$ cat config.mk
export PLATFORM = sky130hd
export DESIGN_NAME = pcie_msg_transmitter
export DESIGN_NICKNAME = d
export VERILOG_FILES = /design/src/rtl/pcie_msg_transmitter.sv
export SDC_FILE = /design/constraint.sdc
export NUM_CORES = 1
export LEC_CHECK = 0
export BUFFER_PORTS_ARGS = -buffer_cell sky130_fd_sc_hd__buf_2
export CORE_AREA = 2 2 334 336
export CTS_CLUSTER_SIZE = 16
export DETAILED_ROUTE_END_ITERATION = 10
export DIE_AREA = 0 0 336 338
export GPL_ROUTABILITY_DRIVEN = 0
export PLACE_DENSITY_LB_ADDON = 0.08
export SLEW_MARGIN = 20
export SYNTH_ARGS = -nofsm -noshare
export SYNTH_HDL_FRONTEND = slang
export SYNTH_SLANG_ARGS = --single-unit
$ cat constraint.sdc
create_clock -name clk -period 2.6 [get_ports clk]
set_input_delay 0 -clock clk [delete_from_list [all_inputs] [get_ports clk]]
set_output_delay 0 -clock clk [all_outputs]
set_load 0.02 [all_outputs]
$ cat src/rtl/pcie_msg_transmitter.sv
// Sends one message as an AXI write burst: the header rides in the low half of beat 0,
// and every beat payload is fetched from a 1-cycle-latency SRAM.
module pcie_msg_transmitter #(
  parameter int SRAM_AW = 10
) (
  input  logic               clk,
  input  logic               rst,
  input  logic               tx_start,
  input  logic [127:0]       tx_header,
  input  logic [11:0]        tx_len,
  input  logic [SRAM_AW-1:0] tx_sram_base,
  input  logic [63:0]        tx_axi_addr,
  output logic               tx_busy,
  output logic               tx_done,
  output logic               tx_err,
  output logic               sram_ren,
  output logic [SRAM_AW-1:0] sram_raddr,
  input  logic [255:0]       sram_rdata,
  output logic               axi_awvalid,
  output logic [63:0]        axi_awaddr,
  output logic [11:0]        axi_awlen,
  output logic [2:0]         axi_awsize,
  output logic [1:0]         axi_awburst,
  input  logic               axi_awready,
  output logic               axi_wvalid,
  output logic [255:0]       axi_wdata,
  output logic [31:0]        axi_wstrb,
  output logic               axi_wlast,
  input  logic               axi_wready,
  input  logic               axi_bvalid,
  input  logic [1:0]         axi_bresp,
  output logic               axi_bready,
  output logic [2:0]         dbg_state
);

  // Handshakes: a transfer happens on a rising edge where valid and ready are both 1;
  // a raised valid and its payload hold until that edge, and ready never gates valid.
  typedef enum logic [2:0] {
    IDLE  = 3'd0,
    AW    = 3'd1,
    RD    = 3'd2,
    CAP   = 3'd3,
    WDATA = 3'd4,
    BRESP = 3'd5
  } state_t;

  state_t             state, state_next;
  logic [127:0]       hdr_q;
  logic [11:0]        len_q;
  logic [11:0]        beat_q;
  logic [SRAM_AW-1:0] base_q;
  logic               start_ok, aw_hs, w_hs, b_hs;

  assign start_ok  = tx_start && (tx_len != 12'd0);
  assign aw_hs     = axi_awvalid && axi_awready;
  assign w_hs      = axi_wvalid && axi_wready;
  assign b_hs      = axi_bready && axi_bvalid;
  assign dbg_state = state;

  always_ff @(posedge clk) begin
    if (rst) state <= IDLE;
    else     state <= state_next;
  end

  always_comb begin
    state_next = state;
    case (state)
      IDLE:    if (start_ok) state_next = AW;
      AW:      if (aw_hs) state_next = RD;
      RD:      state_next = CAP;
      CAP:     state_next = WDATA;
      WDATA:   if (w_hs) state_next = axi_wlast ? BRESP : RD;
      BRESP:   if (b_hs) state_next = IDLE;
      default: state_next = IDLE;
    endcase
  end

  always_ff @(posedge clk) begin
    if (rst) begin
      hdr_q       <= '0;
      len_q       <= '0;
      beat_q      <= '0;
      base_q      <= '0;
      tx_busy     <= 1'b0;
      tx_done     <= 1'b0;
      tx_err      <= 1'b0;
      sram_ren    <= 1'b0;
      sram_raddr  <= '0;
      axi_awvalid <= 1'b0;
      axi_awaddr  <= '0;
      axi_awlen   <= '0;
      axi_awsize  <= '0;
      axi_awburst <= '0;
      axi_wvalid  <= 1'b0;
      axi_wdata   <= '0;
      axi_wstrb   <= '0;
      axi_wlast   <= 1'b0;
      axi_bready  <= 1'b0;
    end else begin
      tx_done <= 1'b0;
      case (state)
        IDLE: if (start_ok) begin
          hdr_q       <= tx_header;
          len_q       <= tx_len;
          base_q      <= tx_sram_base;
          beat_q      <= '0;
          tx_err      <= 1'b0;
          tx_busy     <= 1'b1;
          axi_awvalid <= 1'b1;
          axi_awaddr  <= tx_axi_addr;
          axi_awlen   <= tx_len - 12'd1;
          axi_awsize  <= 3'b101;
          axi_awburst <= 2'b01;
        end
        AW: if (aw_hs) begin
          axi_awvalid <= 1'b0;
          sram_ren    <= 1'b1;
          sram_raddr  <= base_q;
        end
        RD: sram_ren <= 1'b0;
        CAP: begin
          // SRAM data for the beat requested in RD is on sram_rdata now.
          axi_wvalid <= 1'b1;
          axi_wstrb  <= 32'hFFFF_FFFF;
          axi_wlast  <= (beat_q == len_q - 12'd1);
          axi_wdata  <= (beat_q == 12'd0) ? {sram_rdata[255:128], hdr_q} : sram_rdata;
        end
        WDATA: if (w_hs) begin
          axi_wvalid <= 1'b0;
          axi_wstrb  <= '0;
          if (axi_wlast) begin
            axi_wlast  <= 1'b0;
            axi_bready <= 1'b1;
          end else begin
            beat_q     <= beat_q + 12'd1;
            sram_raddr <= sram_raddr + SRAM_AW'(1);
            sram_ren   <= 1'b1;
          end
        end
        BRESP: if (b_hs) begin
          axi_bready <= 1'b0;
          tx_done    <= 1'b1;
          tx_err     <= (axi_bresp != 2'b00);
          tx_busy    <= 1'b0;
        end
        default: ;
      endcase
    end
  end

endmodule
# Yosys cells after proc, flatten, opt, wreduce, memory -nomap -nowiden
# Index checks and enable logic that the tools add are counted.
totals:
  register_bits: 549
  latch_bits: 0
  ramBits: 0
  mem_bits_ro: 0
  input_bits: 478
  output_inout_bits: 390
  word_cells: 98
  mem_count: 0
op_classes:
  addsub: 4
  mul: 0
  div: 0
  n_lt_le_gt_ge: 0
  eq_ne: 12
  n_shift: 0
  muxes: 36
  bitwise: 1
  reduce_logical: 25
ops:
  columns: ["op", "count"]
  rows:
  - ["128-bit 2-to-1 mux", 1]
  - ["32-bit one-hot mux with 2 select lines", 1]
  - ["12-bit 2-to-1 mux", 3]
  - ["32-bit 2-to-1 mux", 1]
  - ["10-bit 2-to-1 mux", 3]
  - ["12-bit one-hot mux with 2 select lines", 1]
  - ["12-bit by 1-bit subtractor with 12-bit output (second input constant)", 2]
  - ["10-bit one-hot mux with 2 select lines", 1]
  - ["4-bit AND reduction", 5]
  - ["3-bit one-hot mux with 6 select lines", 1]
  - ["3-bit 2-to-1 mux", 5]
  - ["2-bit nonzero test", 7]
  - ["12-bit by 1-bit adder with 12-bit output (second input constant)", 1]
  - ["12-bit == test", 1]
  - ["12-bit logical NOT", 1]
  - ["1-bit 2-to-1 mux", 12]
  - ["2-bit inequality test (second input constant)", 6]
  - ["1-bit one-hot mux with 2 select lines", 6]
  - ["12-bit nonzero test", 1]
  - ["10-bit by 1-bit adder with 10-bit output (second input constant)", 1]
  - ["3-bit by 2-bit == test with 1-bit output (second input constant)", 2]
  - ["3-bit == test (second input constant)", 2]
  - ["3-bit AND reduction", 2]
  - ["1-bit logical AND", 4]
  - ["other kinds (7)", 8]

# Logic depth before layout (Yosys ltp)
logic_depth:
  ltp_word: 4
  ltp_mapped: 10
  mapped_depth_nobuf: 7

# Least setup slack after synthesis
# Ideal clock, no wire load.
synth_path:
  path_type: "reg2reg"
  start: "register axi_wstrb[30] (netlist name)"
  end: "register beat_q[11]"
  setup_ns: 0.070
  arrival_time_ns: 2.421
  required_time_ns: 2.530
  setup_slack_ns: 0.109
  path_stages_with_launch: 6
  n_path_buf: 0
  period_less_slack_ns: 2.491
  path_cell_list: "dfxtp_1 > nand2_1 > a221oi_4 > o2111ai_1 > or3_1 > a21oi_1"
synth_lines:
  columns: ["item", "line_no", "source"]
  rows:
  - ["end signal: assignment", "135", "beat_q <= beat_q + 12'd1;"]
  - ["end: declaration", "50", "logic [11:0] beat_q;"]

# Final worst setup path
layout_path:
  start: "register state[2] (netlist: dbg_state[2])"
  end: "register axi_wdata[137]"
layout_via:
  elab_chain_len: 1
layout_lines:
  columns: ["item", "line_no", "source"]
  rows:
  - ["start: declaration", "47", "state_t state, state_next;"]
  - ["start signal: assignment", "62", "else state <= state_next;"]
  - ["3-bit by 2-bit == test with 1-bit output", "101", "case (state)"]
  - ["end signal: assignment", "126", "axi_wdata <= (beat_q == 12'd0) ? {sram_rdata[255:128], hdr_q} : sram_rdata;"]
  - ["end: declaration", "26", "output logic [255:0] axi_wdata,"]
# No other way between the ends.
# A chain may end at the register's enable or synchronous reset.

==> impl_metrics.json <==
{
  "fin_crit_sh_pct": 93.5,
  "fin_ws_ps": 169,
  "endpoint": "axi_wdata[137]$_SDFFE_PP0N_",
  "setup_viol": 0,
  "setup_tns_ps": 0,
  "status": "complete, no violations",
  "globalRouteOverflowTotal": 0,
  "ys_types": 61,
  "grt_setup_unrepaired": "no",
  "clock.fmax_ghz": 0.411,
  "synth_edf_count": 0,
  "yosys_most_used_dff": "dfxtp_1",
  "synthesis.area_mm2": 0.0204,
  "maxSlewViolCount": 0,
  "rows": 122,
  "die_area_mm2": 0.114,
  "hold_viol_final": 0,
  "r2r_end": "axi_wdata[137]$_SDFFE_PP0N_",
  "cellLeakagePower_nw": 14.1,
  "cts_sinks": 516,
  "worst_pin_slew_ps": 803,
  "ant_nets": 0,
  "ir_drop_mv": 0.368,
  "fillerInstances": 12000,
  "fin_crit_ps": 2430,
  "hpwl_um": 69200,
  "drc": 0,
  "synth.yosys.seq_area_share_pct": 50.6,
  "viasPerCell": 4.06,
  "worstPathArrival_ps": 2990,
  "layout.nets": 4249,
  "drive_above_1_share_pct": 28.2,
  "drt-total-wl_um": 94800,
  "endpoint_kind": "flop",
  "io_buffer_count": 865,
  "wire_per_inst_um": 17.8,
  "dr.pass1.iters": 5,
  "slew_headroom_pct": 46.5,
  "worstRegToRegCells": 5,
  "cts_setup_buffers": 0,
  "die_h_um": 338,
  "first_global_vias": 21900,
  "clockBufferDepth": 3,
  "p_per_area_mw_per_mm2": 621,
  "grt_util_all_layers_pct": 16.0,
  "first_iter_violations": 649,
  "grt_max_degree": 130,
  "cts_tree": "yes",
  "ys_top_cells_by_area": "dfxtp_1, nand2_1, a21oi_1",
  "critPathKind": "reg -> reg",
  "clkTransAtPathRegs_ps": 60,
  "seq_area_mm2": 0.0103,
  "r2r_start": "dbg_state[2]$_SDFFE_PP0P_",
  "cp-start-kind": "flop",
  "synth.avg_cell_area_um2": 8.36,
  "syn_inst": 2442,
  "reg2reg_setup_slack_ps": 170,
  "final_common_cell": "buf_2",
  "crit_start": "dbg_state[2]$_SDFFE_PP0P_",
  "skew_ps": 22.5,
  "ys_seq_elements": 516,
  "yosysTopAreaCell": "dfxtp_1",
  "async_flop_share_pct": 0,
  "ios": 868,
  "cp_max_fo": 129,
  "crit_required_ps": 3160,
  "grt_pass1_wl_um": 139000,
  "areaGrowthSynthToFinish_pct": 66.7,
  "hold_path_class": "in -> reg",
  "numCtsBuffers": 69,
  "synth_top_area_share_pct": 50.6,
  "multi_input_area_mm2": 0.00890,
  "cap_violations": 0,
  "coreArea_mm2": 0.110,
  "h-tree-depth": 3,
  "start_util_pct": 18.5,
  "clkLatencyLatePin_ps": 630,
  "final_cell_mix": "buf_2, nand2_1, dlygate4sd3_1",
  "root_buffer": "clkbuf_16",
  "via_count": 21600,
  "dieWidth_um": 336,
  "yosys_warnings": 0,
  "post-place-ws_ps": 393,
  "antenna_found_initial": 19
}
## stage by stage
stage | utilization [%] | hold WS, ps | cell area, µm² | power (mW) | std cells
after floorplan | - | 136 | 20400 | 10.1 | 2443
after global placement | 23.9 | 246 | 26300 | 11.2 | 4641
after detailed placement | 23.9 | 246 | 26300 | 11.2 | 4641
after CTS | 30.9 | 85.2 | 34000 | 21.6 | 5299
after global routing | 30.9 | 119 | 34000 | 22.2 | 5313
final | 30.9 | 152 | 34000 | 21.1 | 5313
## sequential cells by signal, summed over array words and instances (netlist names)
| signal | cells |
|---|---|
| axi_awaddr | 64 |
| axi_awlen | 12 |
| axi_awsize | 1 |
| axi_awvalid | 1 |
| axi_bready | 1 |
| axi_wdata | 256 |
| axi_wlast | 1 |
| axi_wstrb | 1 |
| base_q | 10 |
| beat_q | 12 |
| dbg_state | 3 |
| hdr_q | 128 |
| len_q | 12 |
| sram_raddr | 10 |
| sram_ren | 1 |
| tx_busy | 1 |
| tx_done | 1 |
| tx_err | 1 |
## cell families after synthesis
| kind of cell | count (synthesis) | share of synthesized area [%] |
|---|---|---|
| adders and majority gates | 6 | 0.368 |
| other | 1 | 0.0184 |
| buffers and inverters | 239 | 5.94 |
| and+or+nand+nor | 958 | 19.0 |
| muxes | 129 | 6.33 |
| xor gates and xnor gates | 27 | 1.16 |
| AOI/OAI and AO/OA | 566 | 16.6 |
| DFF | 516 | 50.6 |
## layout make-up
type / count / share of cell area (%)
timing repair buffer: 1478 / 31.2
sequential: 516 / 30.4
multi-input combinational: 1688 / 26.2
clock buffer: 105 / 6.10
tap: 1488 / 5.47
clock inverter: 12 / 0.441
inverter: 12 / 0.132
antenna: 14 / 0.103
## synthesized netlist by cell type, drive strengths merged, types with 4 or more instances
library cell	count
nor2b	4
nand3	13
nor4	7
a211oi	143
nand4	5
a22oi	4
and3	8
nor3b	6
a21oi	363
inv	12
buf	107
xnor2	16
o211ai	6
ha	6
nor3	8
clkbuf	120
a21boi	5
mux2i	129
or3	9
xor2	11
o2111ai	4
nor2	168
nand2	711
dfxtp	516
o31ai	6
o21ai	15
## power by group
group | switching [mW] | internal [mW]
registers | 0.231 | 8.29
logic | 1.69 | 1.44
clock network | 3.81 | 5.68
## layer usage
| metal | vias to the layer above | part of all wire, % | global-route usage [%] |
|---|---|---|---|
| li1 | 10900 | - | - |
| met1 | 9937 | 42 | 18.9 |
| met2 | 607 | 48 | 26.7 |
| met3 | 121 | 8.2 | 6.04 |
| met4 | 4 | 2.5 | 4.70 |
| met5 | - | 0.028 | 0 |
## critical path, cell delays in order (launching register included)
cell           delay (ps)
dfxtp_1               560
nand3b_1              290
buf_12                420
nand2_1               110
a21oi_1               160
dlygate4sd3_1         570
## timing repair
action                     in CTS  in global routing
setup endpoints to repair       0                 19
resized for setup               0                  3
hold endpoints to repair      492                  0
hold buffers                  541                  0
## worst min path at each step
stage | start | end | cells after the start
2_1_floorplan | tx_sram_base[8] | base_q[8]$_SDFFE_PP0P_ | 2
3_3_place_gp | tx_header[66] | hdr_q[66]$_SDFFE_PP0P_ | 3
3_5_place_dp | tx_axi_addr[9] | axi_awaddr[9]$_SDFFE_PP0P_ | 3
4_1_cts | tx_header[35] | hdr_q[35]$_SDFFE_PP0P_ | 4
5_1_grt | tx_header[10] | hdr_q[10]$_SDFFE_PP0P_ | 4
6_report | tx_header[43] | hdr_q[43]$_SDFFE_PP0P_ | 4
Power figures use the tool's default switching activity.
